--- config.mk ---
export PLATFORM = sky130hd
export DESIGN_NAME = pipe_stage_skid_reg
export DESIGN_NICKNAME = d
export VERILOG_FILES = /design/src/rtl/pipe_stage_skid_reg.sv
export SDC_FILE = /design/constraint.sdc
export NUM_CORES = 1
export LEC_CHECK = 0
export ABC_AREA = 1
export CAP_MARGIN = 20
export CORE_MARGIN = 2
export CORE_UTILIZATION = 38
export DETAILED_ROUTE_END_ITERATION = 10
export PLACE_DENSITY = 0.73
export RECOVER_POWER = 50
export SETUP_SLACK_MARGIN = 0.02
export SLEW_MARGIN = 20
export SYNTH_ARGS = -nofsm -noshare
export SYNTH_HDL_FRONTEND = slang
export SYNTH_SLANG_ARGS = --single-unit
--- constraint.sdc ---
create_clock -name clk -period 3.3 [get_ports clk]
set_input_delay 0.33 -clock clk [delete_from_list [all_inputs] [get_ports clk]]
set_output_delay 0.33 -clock clk [all_outputs]
set_load 0.1 [all_outputs]
--- src/rtl/pipe_stage_skid_reg.sv ---
// Pipeline stage register with valid/ready handshake, flush, bubble insertion and a saturating stall counter.
// Define PIPE_STAGE_SKID_EN for a two-entry skid buffer with a registered in_ready; the default build is single-entry.
module pipe_stage_skid_reg #(
  parameter int DATA_W = 32,
  parameter int CTRL_W = 16,
  parameter int CNT_W  = 16
) (
  input  logic              clk,
  input  logic              clr,
  input  logic              in_valid,
  output logic              in_ready,
  input  logic [CTRL_W-1:0] in_ctrl,
  input  logic [DATA_W-1:0] in_data,
  input  logic              flush,
  output logic              out_valid,
  input  logic              out_ready,
  output logic [CTRL_W-1:0] out_ctrl,
  output logic [DATA_W-1:0] out_data,
  output logic [CNT_W-1:0]  stall_cnt,
  output logic [1:0]        o_dbg_state   // 0 EMPTY, 1 ONE, 2 FULL (number of held entries)
);

  // Handshake: a transfer happens on a rising edge where valid and ready are both 1.
  // Upstream may not rely on in_ready being independent of in_valid; downstream sees out_* stable while stalled.
  typedef enum logic [1:0] {
    ST_EMPTY = 2'd0,
    ST_ONE   = 2'd1,
    ST_FULL  = 2'd2
  } state_t;

  state_t            r_state;
  logic              r_out_valid;
  logic [CTRL_W-1:0] r_out_ctrl;
  logic [DATA_W-1:0] r_out_data;
  logic [CNT_W-1:0]  r_stall_cnt;
  logic              w_in_xfer;
  logic              w_out_xfer;

  assign w_in_xfer   = in_valid & in_ready;
  assign w_out_xfer  = r_out_valid & out_ready;
  assign out_valid   = r_out_valid;
  assign out_ctrl    = r_out_ctrl;
  assign out_data    = r_out_data;
  assign stall_cnt   = r_stall_cnt;
  assign o_dbg_state = r_state;

  // Counts every back-pressured edge, flush or not; sticks at all-ones.
  always_ff @(posedge clk) begin
    if (clr) begin
      r_stall_cnt <= '0;
    end else if (r_out_valid && !out_ready && (r_stall_cnt != {CNT_W{1'b1}})) begin
      r_stall_cnt <= r_stall_cnt + CNT_W'(1);
    end
  end

`ifdef PIPE_STAGE_SKID_EN
  logic [CTRL_W-1:0] r_skid_ctrl;
  logic [DATA_W-1:0] r_skid_data;
  logic              r_in_ready;

  // Only clr gates the registered ready; out_ready never reaches in_ready combinationally.
  assign in_ready = r_in_ready & ~clr;

  always_ff @(posedge clk) begin
    if (clr) begin
      r_state     <= ST_EMPTY;
      r_in_ready  <= 1'b1;
      r_out_valid <= 1'b0;
      r_out_ctrl  <= '0;
      r_out_data  <= '0;
      r_skid_ctrl <= '0;
      r_skid_data <= '0;
    end else if (flush) begin
      r_state     <= ST_EMPTY;
      r_in_ready  <= 1'b1;
      r_out_valid <= 1'b0;
      r_out_ctrl  <= '0;
      r_skid_ctrl <= '0;
      r_skid_data <= '0;
    end else begin
      case (r_state)
        ST_EMPTY: begin
          if (w_in_xfer) begin
            r_state     <= ST_ONE;
            r_out_valid <= 1'b1;
            r_out_ctrl  <= in_ctrl;
            r_out_data  <= in_data;
          end
        end
        ST_ONE: begin
          if (w_in_xfer && w_out_xfer) begin
            r_out_ctrl <= in_ctrl;
            r_out_data <= in_data;
          end else if (w_in_xfer) begin
            r_state     <= ST_FULL;
            r_in_ready  <= 1'b0;
            r_skid_ctrl <= in_ctrl;
            r_skid_data <= in_data;
          end else if (w_out_xfer) begin
            r_state     <= ST_EMPTY;
            r_out_valid <= 1'b0;
            r_out_ctrl  <= '0;
          end
        end
        ST_FULL: begin
          if (w_out_xfer) begin
            r_state    <= ST_ONE;
            r_in_ready <= 1'b1;
            r_out_ctrl <= r_skid_ctrl;
            r_out_data <= r_skid_data;
          end
        end
        default: begin
          r_state     <= ST_EMPTY;
          r_in_ready  <= 1'b1;
          r_out_valid <= 1'b0;
          r_out_ctrl  <= '0;
        end
      endcase
    end
  end
`else
  assign in_ready = ~clr & (~r_out_valid | out_ready);

  // A new instruction wins over the bubble when both transfers land on the same edge.
  always_ff @(posedge clk) begin
    if (clr) begin
      r_state     <= ST_EMPTY;
      r_out_valid <= 1'b0;
      r_out_ctrl  <= '0;
      r_out_data  <= '0;
    end else if (flush) begin
      r_state     <= ST_EMPTY;
      r_out_valid <= 1'b0;
      r_out_ctrl  <= '0;
    end else if (w_in_xfer) begin
      r_state     <= ST_ONE;
      r_out_valid <= 1'b1;
      r_out_ctrl  <= in_ctrl;
      r_out_data  <= in_data;
    end else if (w_out_xfer) begin
      r_state     <= ST_EMPTY;
      r_out_valid <= 1'b0;
      r_out_ctrl  <= '0;
    end
  end
`endif

endmodule
======== Word level (Yosys, flattened, before mapping) ========
Cells that the tools add are included.
word-level totals
  logic and storage cells ................. 26
  input bits .............................. 53
  flip-flop bits (word level) ............. 66
  output and inout bits ................... 68
cells by class
  add/sub/neg operators ................... 1
  bitwise operators ....................... 7
  eq/ne operators ......................... 1
  multiplexer cells ....................... 6
  reductions and logical operators ........ 6
operators by type and width
  operator               count
  $mux 16                2
  $add 16x1->16 const B  1
  $ne 16x16->1 const B   1
  $mux 1                 4
  $and 1x1->1            3
  $not 1->1              3
  $logic_and 1x1->1      2
  $reduce_and 2->1       1
  $reduce_bool 2->1      1
  $reduce_or 2->1        1
  $logic_not 1->1        1
  $or 1x1->1             1

======== Longest topological paths before layout ========
Gate-level depths: netlist (run 1).
  depth after elaboration ................. 5
  mapped depth ............................ 10
  depth with buffers taken out ............ 9

======== Worst setup path before layout (run 1) ========
Ideal clock, no wire load.
  kind .................................... flip-flop to flip-flop
  start point ............................. register r_stall_cnt[1] (netlist: stall_cnt[1])
  end point ............................... register r_stall_cnt[12] (netlist: stall_cnt[12])
  cell stages (with the launch flop) ...... 9
  buffers on the path ..................... 0
  setup time .............................. 0.117 ns
  data required time ...................... 3.183 ns
  data arrival time ....................... 2.097 ns
  period minus slack after synthesis ...... 2.214 ns
  path slack .............................. 1.086 ns
  path through ............................ dfxtp_1 ha_1 nand3_1 inv_1 nand2_1 nor2_1 nand2_1 nor3_1 nor2_1
on the way
  cells in the longest elaborated chain, start to end .. 2
  elaborated cells on any way between the ends .. 3
  those cells by class .................... 1 x add/sub; 1 x eq/ne; 1 x reduce/logical
RTL lines
  item                                                   RTL line  text
  start: declaration                                     35        logic [CNT_W-1:0] r_stall_cnt;
  start signal: assignment                               52        r_stall_cnt <= r_stall_cnt + CNT_W'(1);
  branches (longest 2 deep; another with $add 16x1->16)  n/a
Several ways; the timed one is not identified.
A chain may end at the register's enable or synchronous reset.

======== Worst setup path in the final report (run 1) ========
  start point ............................. input port out_ready
  end point ............................... output port in_ready
on the way
  cells in the longest elaborated chain, start to end .. 2
RTL lines
  item                RTL line  text
  start: declaration  16        input logic out_ready,
  $or 1x1->1          123       assign in_ready = ~clr & (~r_out_valid | out_ready);
  $and 1x1->1         123
  end: declaration    11        output logic in_ready,
No other way between the ends.

==> run metrics, run 1 <==
result of the run finished clean; Setup Buffers After CTS 0; number of antenna violations at the first check in global routing 0; Die Outline Area 0.008217 mm²; total instance count after detailed placement 580; maximum clock path buffer count 2; wire per inst 13.26 µm; residual overflow from global routing 0; unrepaired setup endpoints after global routing false; delay contributed by the slowest stage of the critical path 0.91 ns; portion of the clock cycle consumed by the worst path in the final layout 80.89%; Layout Cells excl Fill 596; first-pass detailed-route iteration total 4; worst slack after detailed placement 0.9831 ns; Post-Synthesis Cell Area 0.002853 mm²; largest fanout on the critical path 9; most area-hungry cell type in the Yosys netlist sky130_fd_sc_hd__dfxtp_1; net count of the mapped netlist 433; clock transition time at the flip-flop clock pins of the worst setup and hold paths 0.07 ns; number of storage elements in the synthesis netlist 65; reg-to-reg setup timing slack 0.99 ns; max-slew violations 0; vias per cell 4.891; half-perimeter wire length after detailed placement 5709 µm; count of nets left with antenna violations after detail routing 0; number of cells on the worst hold path 2; end of the worst register-to-register path out_data[26]; Max VDD drop 0.2210 mV; Area contributors post-synth sky130_fd_sc_hd__dfxtp_1 46%, sky130_fd_sc_hd__nand2_1 13%, sky130_fd_sc_hd__nand3_1 9.3%; CTS tree built; start point of the worst hold path clr; Hold WS 0.4239 ns; layout net count 546; mean area per synthesized cell 7.527 µm²; fmax 374.6 MHz; commonest register cell after synthesis sky130_fd_sc_hd__dfxtp_1; number of flops mapped to enable cells by yosys 0; relative slew slack 18.77%; crit path kind input pin to primary output; buffering stage count on the worst path with inverters included 4; most used standard cells in the synthesized netlist 95 x sky130_fd_sc_hd__nand2_1, 65 x sky130_fd_sc_hd__dfxtp_1, 53 x sky130_fd_sc_hd__nand3_1; count of boundary I/O pins 121; Final GP Congestion 0.9542; buffers added on ports 119; global-route wire length before repair 12620 µm; power per unit of standard cell area 416.1 mW/mm²; count of yosys warnings during synthesis 0; Die Y 90.65 µm; least setup slack across all paths after layout 0.6307 ns; M1 WL 3291 µm; P_leak 1.487 nW; Hold Path End stall_cnt[2]; async set or reset register ratio after synthesis 0%; via count of the first global-routing pass 2672; final worst clock skew 0.005384 ns; area share of the largest cell type after synthesis 45.61%; Max Cap Violations 0; final hold violations 0; launching point of the worst reg2reg path o_dbg_state[0]; most numerous cell in the Yosys netlist sky130_fd_sc_hd__nand2_1; CP Capture Type primary output; starting DRC count in detailed routing 139; cell with the biggest individual delay on the critical path sky130_fd_sc_hd__clkbuf_1; total negative slack 0 ns; Num Clock Sinks 65; required time of the critical path 2.97 ns; area added between synthesis and finish 47.46%; wirelength, routed 7905 µm; arrival time at the worst endpoint 2.34 ns; share of final-layout standard cells stronger than drive strength 1 7.646%; total length of routed met2 wires 3748 µm; largest net degree at the start of global routing 35; Worst Max-Slew Pin Slew 1.224 ns; cts hold-fix bufs 0; initial cell density of the core 39.33%; cell row count 31; top routing layer in use met4; family with the most delay on the worst path buffers and inverters; met3 routed wirelength 789 µm; CTS Root Buffer Type sky130_fd_sc_hd__clkbuf_8; Distinct cells, synth 27; post-synthesis sequential area ratio 45.61%; Final min period 2.669 ns; Inserted Clock Buffers 9; Core Footprint 0.007253 mm²; critical path launch point type input pin; H-tree depth reported by CTS 3; final setup violating endpoints 0; total stage count of the critical path 6; final routed DRC violation total 0; cell-by-cell trace of the critical path dlygate4sd3_1, clkinv_1, nand2_1, inv_4, nor2_8, clkbuf_1; worst-case reg-to-reg path depth 8; clock latency of the later-clocked register in the worst-skew pair 0.33 ns; die outline width 90.65 µm; final antenna diode count 0; Post-Synthesis Cells 379; class of the tightest hold or removal check input pin to flip-flop; overall fraction of global-route tracks in use 19.02%; routed via count 2915; number of gates resized after CTS 0
through the flow:
step	area (µm²)	utilization [%]	power (mW)
3_5_place_dp	4068	56.08	1.161
3_3_place_gp	4068	56.08	1.159
5_1_grt	4207	58.00	1.831
2_1_floorplan	2853	-	1.048
4_1_cts	4249	58.58	1.779
6_report	4207	58.00	1.750
cell usage in the layout (no fill, tap or decap):
| cell | instances |
|---|---|
| sky130_fd_sc_hd__clkdlybuf4s50_1 | 116 |
| sky130_fd_sc_hd__nand2_1 | 97 |
| sky130_fd_sc_hd__dfxtp_1 | 65 |
| sky130_fd_sc_hd__a21oi_1 | 56 |
| sky130_fd_sc_hd__nand3_1 | 54 |
| sky130_fd_sc_hd__nor2_1 | 35 |
| sky130_fd_sc_hd__inv_1 | 16 |
| sky130_fd_sc_hd__clkbuf_8 | 11 |
| sky130_fd_sc_hd__nand3_2 | 10 |
| sky130_fd_sc_hd__a21oi_2 | 4 |
| sky130_fd_sc_hd__nand4_1 | 4 |
| sky130_fd_sc_hd__buf_4 | 4 |
| sky130_fd_sc_hd__nor3_1 | 3 |
| sky130_fd_sc_hd__xor2_1 | 3 |
| sky130_fd_sc_hd__clkinv_2 | 3 |
| sky130_fd_sc_hd__clkinv_1 | 2 |
| sky130_fd_sc_hd__inv_4 | 2 |
| sky130_fd_sc_hd__o21ai_0 | 2 |
| sky130_fd_sc_hd__clkinvlp_4 | 2 |
| sky130_fd_sc_hd__clkbuf_1 | 2 |
| sky130_fd_sc_hd__nor2_8 | 1 |
| sky130_fd_sc_hd__nand2_4 | 1 |
| sky130_fd_sc_hd__and2_1 | 1 |
| sky130_fd_sc_hd__ha_1 | 1 |
| sky130_fd_sc_hd__conb_1 | 1 |
| sky130_fd_sc_hd__dlygate4sd3_1 | 1 |
registers in the layout, summed over array words and instances, names as in the netlist:
signal and flops:
out_data 32, stall_cnt 16, out_ctrl 16, o_dbg_state 1
where the power goes:
group	switching, mW	internal, mW
logic	0.221	0.104
registers	0.0107	0.802
clock network	0.303	0.309
total	0.534	1.22
cell type report:
type / count / area, µm²
sequential: 65 / 1301
timing repair buffer: 123 / 1209
clock inverter: 5 / 30.03
clock buffer: 11 / 151.4
tap: 99 / 123.9
fill: 697 / 3047
multi-input combinational: 273 / 1311
inverter: 20 / 80.08
worst max path at each step:
stage	start	endpoint	slack (ns)
after floorplan	stall_cnt[1]	stall_cnt[12]	1.09
after CTS	stall_cnt[10]	stall_cnt[10]	0.99
after global routing	out_ready	out_data[20]	0.46
final	out_ready	in_ready	0.63
after detailed placement	out_ready	out_data[26]	0.98
after global placement	out_ready	out_data[19]	1.02
kinds of logic after synthesis:
family,Yosys count,share of synthesized area (%)
XOR/XNOR,3,0.9212
flip-flops,65,45.61
AND/OR/NAND/NOR,206,33.60
buffers and inverters,41,7.105
other,1,0.1315
AO/OA/AOI/OAI,62,12.19
adder cells (fa/ha/maj),1,0.4385
per-layer routing:
metal,up-vias,global-route usage (%)
met4,0,6.538
met1,1343,22.70
met5,-,0
met2,92,30.29
met3,5,8.598
li1,1475,-
Power figures use the tool's default switching activity.
==> inputs of run 2 (changes only) <==
PLACE_DENSITY = 0.76   (was 0.73)
clock period = 2.3 ns   (was 3.3 ns; I/O delays follow)
==> run 2 against run 1 <==
Non-clock buffer count up 1; power is 37% higher; combinational power is 37% higher; clock-buffer cell count fell by 1; clock power grew 28%; hold slack improved by 0.0088 ns; via count grew 1.5%; routed wire length shrank 0.94%; flip-flop and latch count unchanged; first-iteration DRC count increased by 2.2%; critical path depth decreased by 5; critical endpoint is now o_dbg_state[0]; largest power group unchanged.
==> run metrics, run 2 (synthesized netlist as in run 1, its figures left out) <==
number of antenna violations at the first check in global routing 0; family with the most delay on the worst path buffers and inverters; residual overflow from global routing 0; commonest cells after routing, fill and taps aside 95 x sky130_fd_sc_hd__nand2_1, 66 x sky130_fd_sc_hd__clkbuf_1, 65 x sky130_fd_sc_hd__dfxtp_1; final routed DRC violation total 0; critical path launch point type flip-flop; unrepaired setup endpoints after global routing false; area added between synthesis and finish 34.21%; layout net count 547; crit path kind flip-flop to primary output; combined flip-flop and latch cell area 0.001301 mm²; relative slew slack 19.54%; final antenna diode count 0; Core Util, Final 52.79%; cell-by-cell trace of the critical path clkbuf_1; Max Cap Violations 0; final hold violations 0; starting DRC count in detailed routing 142; largest fanout on the critical path 4; maximum clock path buffer count 2; Layout Cells excl Fill 595; Max VDD drop 0.3430 mV; share of final-layout standard cells stronger than drive strength 1 9.879%; vias per cell 4.971; Setup Buffers After CTS 0; initial cell density of the core 39.33%; most frequent standard cell in the layout excluding fill and tap cells sky130_fd_sc_hd__nand2_1; final worst clock skew 0.01157 ns; max-slew violations 0; arrival time at the worst endpoint 1.68 ns; Num Clock Sinks 65; routed via count 2958; overall fraction of global-route tracks in use 19.10%; die outline width 90.65 µm; half-perimeter wire length after detailed placement 5606 µm; required time of the critical path 2.07 ns; cell row count 31; post-layout total power 2.394 mW; first-pass detailed-route iteration total 6; total negative slack 0 ns; Multi-input gate area 0.001349 mm²; Die Y 90.65 µm; count of nets left with antenna violations after detail routing 0; Final GP Congestion 0.9833; number of filler cells placed in the layout 795; clock latency of the later-clocked register in the worst-skew pair 0.33 ns; total instance count after detailed placement 581; largest net degree at the start of global routing 38; number of gates resized after CTS 0; H-tree depth reported by CTS 3; Inserted Clock Buffers 9; class of the tightest hold or removal check input pin to flip-flop; clock transition time at the flip-flop clock pins of the worst setup and hold paths 0.07 ns; portion of the clock cycle consumed by the worst path in the final layout 83.13%; global-route wire length before repair 12790 µm; cell with the biggest individual delay on the critical path sky130_fd_sc_hd__clkbuf_1; Die Outline Area 0.008217 mm²; via count of the first global-routing pass 2651; result of the run finished clean; CTS tree built; max FFs per register 32; buffers added on ports 119; wire per inst 13.16 µm; CTS Root Buffer Type sky130_fd_sc_hd__clkbuf_8; count of boundary I/O pins 121; power per unit of standard cell area 625.2 mW/mm²; buffering stage count on the worst path with inverters included 1; Worst Max-Slew Pin Slew 1.212 ns; delay contributed by the slowest stage of the critical path 0.90 ns; Core Footprint 0.007253 mm²; fmax 523.0 MHz; P_leak 1.357 nW; CP Capture Type primary output; Final min period 1.912 ns; cts hold-fix bufs 0; wirelength, routed 7831 µm; final setup violating endpoints 0
-- run 2: layout make-up --
class,instances,share of cell area (%)
Clock inverter,4,0.5882
Tap cell,99,3.235
Timing Repair Buffer,124,21.54
Clock buffer,10,3.333
Inverter,20,2.092
Multi-Input combinational cell,273,35.23
Sequential cell,65,33.99
-- run 2: power breakdown --
group | internal, mW | total, mW | switching [mW]
logic | 0.125 | 0.445 | 0.320
clock network | 0.373 | 0.781 | 0.408
registers | 1.15 | 1.17 | 0.0157
-- run 2: per-stage QoR --
stage / instance area, µm² / setup slack (ns) / hold WS (ns)
6_report: 3829 / 0.3880 / 0.4327
5_1_grt: 3829 / 0.3004 / 0.4517
4_1_cts: 4073 / 0.5196 / 0.4123
3_5_place_dp: 3923 / 0.2006 / 0.4569
3_3_place_gp: 3923 / 0.2509 / 0.4510
2_1_floorplan: 2853 / 0.08578 / 0.3772
-- run 2: worst register-to-register path, stage by stage, from the launching register on --
cell	delay, ns
sky130_fd_sc_hd__dfxtp_1	0.44
sky130_fd_sc_hd__nand2_4	0.13
sky130_fd_sc_hd__inv_4	0.12
sky130_fd_sc_hd__nor2_8	0.05
sky130_fd_sc_hd__nand2_4	0.18
sky130_fd_sc_hd__inv_4	0.05
sky130_fd_sc_hd__nand2_2	0.42
sky130_fd_sc_hd__nand2_1	0.15
sky130_fd_sc_hd__a21oi_2	0.14
-- run 2: routing by layer --
layer	vias to the layer above	share of wire, %	track usage (%)
met1	1371	42	23.31
li1	1472	-	-
met2	110	49	31.72
met5	-	0	0
met4	0	0.49	6.282
met3	5	7.9	6.260
-- run 2: path summary, 6_finish.rpt --
kind	from	end	slack [ns]	cells after the start
max	o_dbg_state[0]	o_dbg_state[0]	0.39	1
min	clr	o_dbg_state[0]	0.43	4
max reg2reg	o_dbg_state[0]	out_data[22]	0.55	8
min reg2reg	out_data[2]	out_data[2]	0.47	2
==> inputs of run 3 (changes only) <==
clock period = 1.7 ns   (was 2.3 ns; I/O delays follow)
==> run 3 against run 2 <==
Largest cell class unchanged; clock-buffer cell count unchanged; register-to-register slack got worse by 0.42 ns; largest power group unchanged; setup slack got worse by 0.26 ns; clock skew decreased by 0.0072 ns; flip-flop and latch count unchanged; power increased by 41%; final cell count increased by 1.8%.
==> run metrics, run 3 (synthesized netlist as in run 1, its figures left out) <==
Hold WS 0.3065 ns; Die Y 90.65 µm; result of the run finished clean; final worst clock skew 0.004377 ns; CTS Root Buffer Type sky130_fd_sc_hd__clkbuf_8; max-slew violations 0; required time of the critical path 1.93 ns; Inserted Clock Buffers 9; max FFs per register 32; final antenna diode count 0; Max VDD drop 0.4965 mV; arrival time at the worst endpoint 1.80 ns; maximum clock path buffer count 2; class of the tightest hold or removal check input pin to flip-flop; most frequent standard cell in the layout excluding fill and tap cells sky130_fd_sc_hd__nand2_1; Core Footprint 0.007253 mm²; Num Clock Sinks 65; clock transition time at the flip-flop clock pins of the worst setup and hold paths 0.07 ns; crit path kind flip-flop to flip-flop; clock latency of the later-clocked register in the worst-skew pair 0.34 ns; Worst Max-Slew Pin Slew 0.5666 ns; final routed DRC violation total 0; relative slew slack 62.39%; number of cells on the worst hold path 4; total instance count after detailed placement 591; H-tree depth reported by CTS 3; vias per cell 4.913; start point of the worst hold path clr; CP Capture Type flip-flop; initial cell density of the core 39.33%; Max Cap Violations 0; count of nets left with antenna violations after detail routing 0; least setup slack across all paths after layout 0.1311 ns; portion of the clock cycle consumed by the worst path in the final layout 92.29%; unrepaired setup endpoints after global routing true; delay contributed by the slowest stage of the critical path 0.37 ns; cell-by-cell trace of the critical path ha_1, nand3_1, nor2_1, nand3_2, a21oi_1, nor2_1; share of final-layout standard cells stronger than drive strength 1 27.61%; fmax 637.4 MHz; P_leak 1.677 nW; Die Outline Area 0.008217 mm²; CTS tree built; power per unit of standard cell area 811.1 mW/mm²; critical path launch point type flip-flop; Final GP Congestion 0.8285; worst-case reg-to-reg path depth 6; first-pass detailed-route iteration total 5; final setup violating endpoints 0; final hold violations 0; wire per inst 12.91 µm; global-route wire length before repair 12680 µm; Layout Cells excl Fill 606; overall fraction of global-route tracks in use 19.08%; reg-to-reg setup timing slack 0.13 ns; buffers added on ports 119; largest fanout on the critical path 10; cell row count 31; most common cell type on the critical path sky130_fd_sc_hd__nor2_1; starting DRC count in detailed routing 91; area added between synthesis and finish 45.39%; via count of the first global-routing pass 2700; residual overflow from global routing 0; number of antenna violations at the first check in global routing 0; post-layout total power 3.364 mW; count of boundary I/O pins 121; routed via count 2977; layout net count 557; half-perimeter wire length after detailed placement 5702 µm; die outline width 90.65 µm; Final min period 1.569 ns; Setup Buffers After CTS 0; wirelength, routed 7826 µm; end of the worst register-to-register path stall_cnt[5]; largest net degree at the start of global routing 38; Hold Path End stall_cnt[15]; launching point of the worst reg2reg path stall_cnt[1]; cell with the biggest individual delay on the critical path sky130_fd_sc_hd__dfxtp_4; worst slack after detailed placement 0.03470 ns; commonest cells after routing, fill and taps aside 94 x sky130_fd_sc_hd__nand2_1, 58 x sky130_fd_sc_hd__clkbuf_2, 54 x sky130_fd_sc_hd__dfxtp_1
## run 3: how the worst max path moves through the flow
stage | from | end | slack (ns) | depth (start not counted)
CTS | stall_cnt[0] | stall_cnt[3] | 0.1 | 8
global placement | out_ready | out_data[23] | 0.08 | 11
floorplan | o_dbg_state[0] | out_data[22] | -0.03 | 9
finish | stall_cnt[1] | stall_cnt[5] | 0.13 | 6
detailed placement | out_ready | out_data[5] | 0.03 | 11
global route | stall_cnt[1] | stall_cnt[12] | 0.002 | 8
## run 3: metal layers
| metal | part of all wire, % | track usage (%) |
|---|---|---|
| met1 | 41 | 22.88 |
| met2 | 50 | 31.78 |
| met5 | 0 | 0 |
| met3 | 7.4 | 5.509 |
| met4 | 1.5 | 8.205 |
## run 3: per-stage QoR
step           utilization [%]  instance area [µm²]  setup TNS (ns)
4_1_cts                  59.57                 4320               0
5_1_grt                  57.18                 4148               0
2_1_floorplan                -                 2900         -0.2495
3_5_place_dp             57.24                 4151               0
6_report                 57.18                 4148               0
3_3_place_gp             57.24                 4151               0
## run 3: power by group
part           total, mW  leakage (nW)  internal [mW]  switching (mW)
clock network       1.16        0.0883          0.558           0.603
logic              0.628          1.06          0.194           0.434
registers           1.58         0.533           1.55          0.0207
## run 3: cell type report
cell class              count  area (µm²)
clock buffers              10       137.6
multi-input cells         273        1356
repair buffers            134        1099
well taps                  99       123.9
clock inverters             5       31.28
inverters                  20       80.08
fillers                   737        3105
flip-flops and latches     65        1320
## run 3: critical path: cells and delay by family (launching register included)
kind	cells	cell delay, ns
simple gates	4	0.69
flops	1	0.37
compound gates	1	0.22
fa+ha+maj	1	0.18
## run 3: repair_timing
| item | in CTS | in global routing |
|---|---|---|
| hold buffers | 0 | 0 |
| resized for setup | 0 | 3 |
| endpoints found under the setup margin | 0 | 8 |
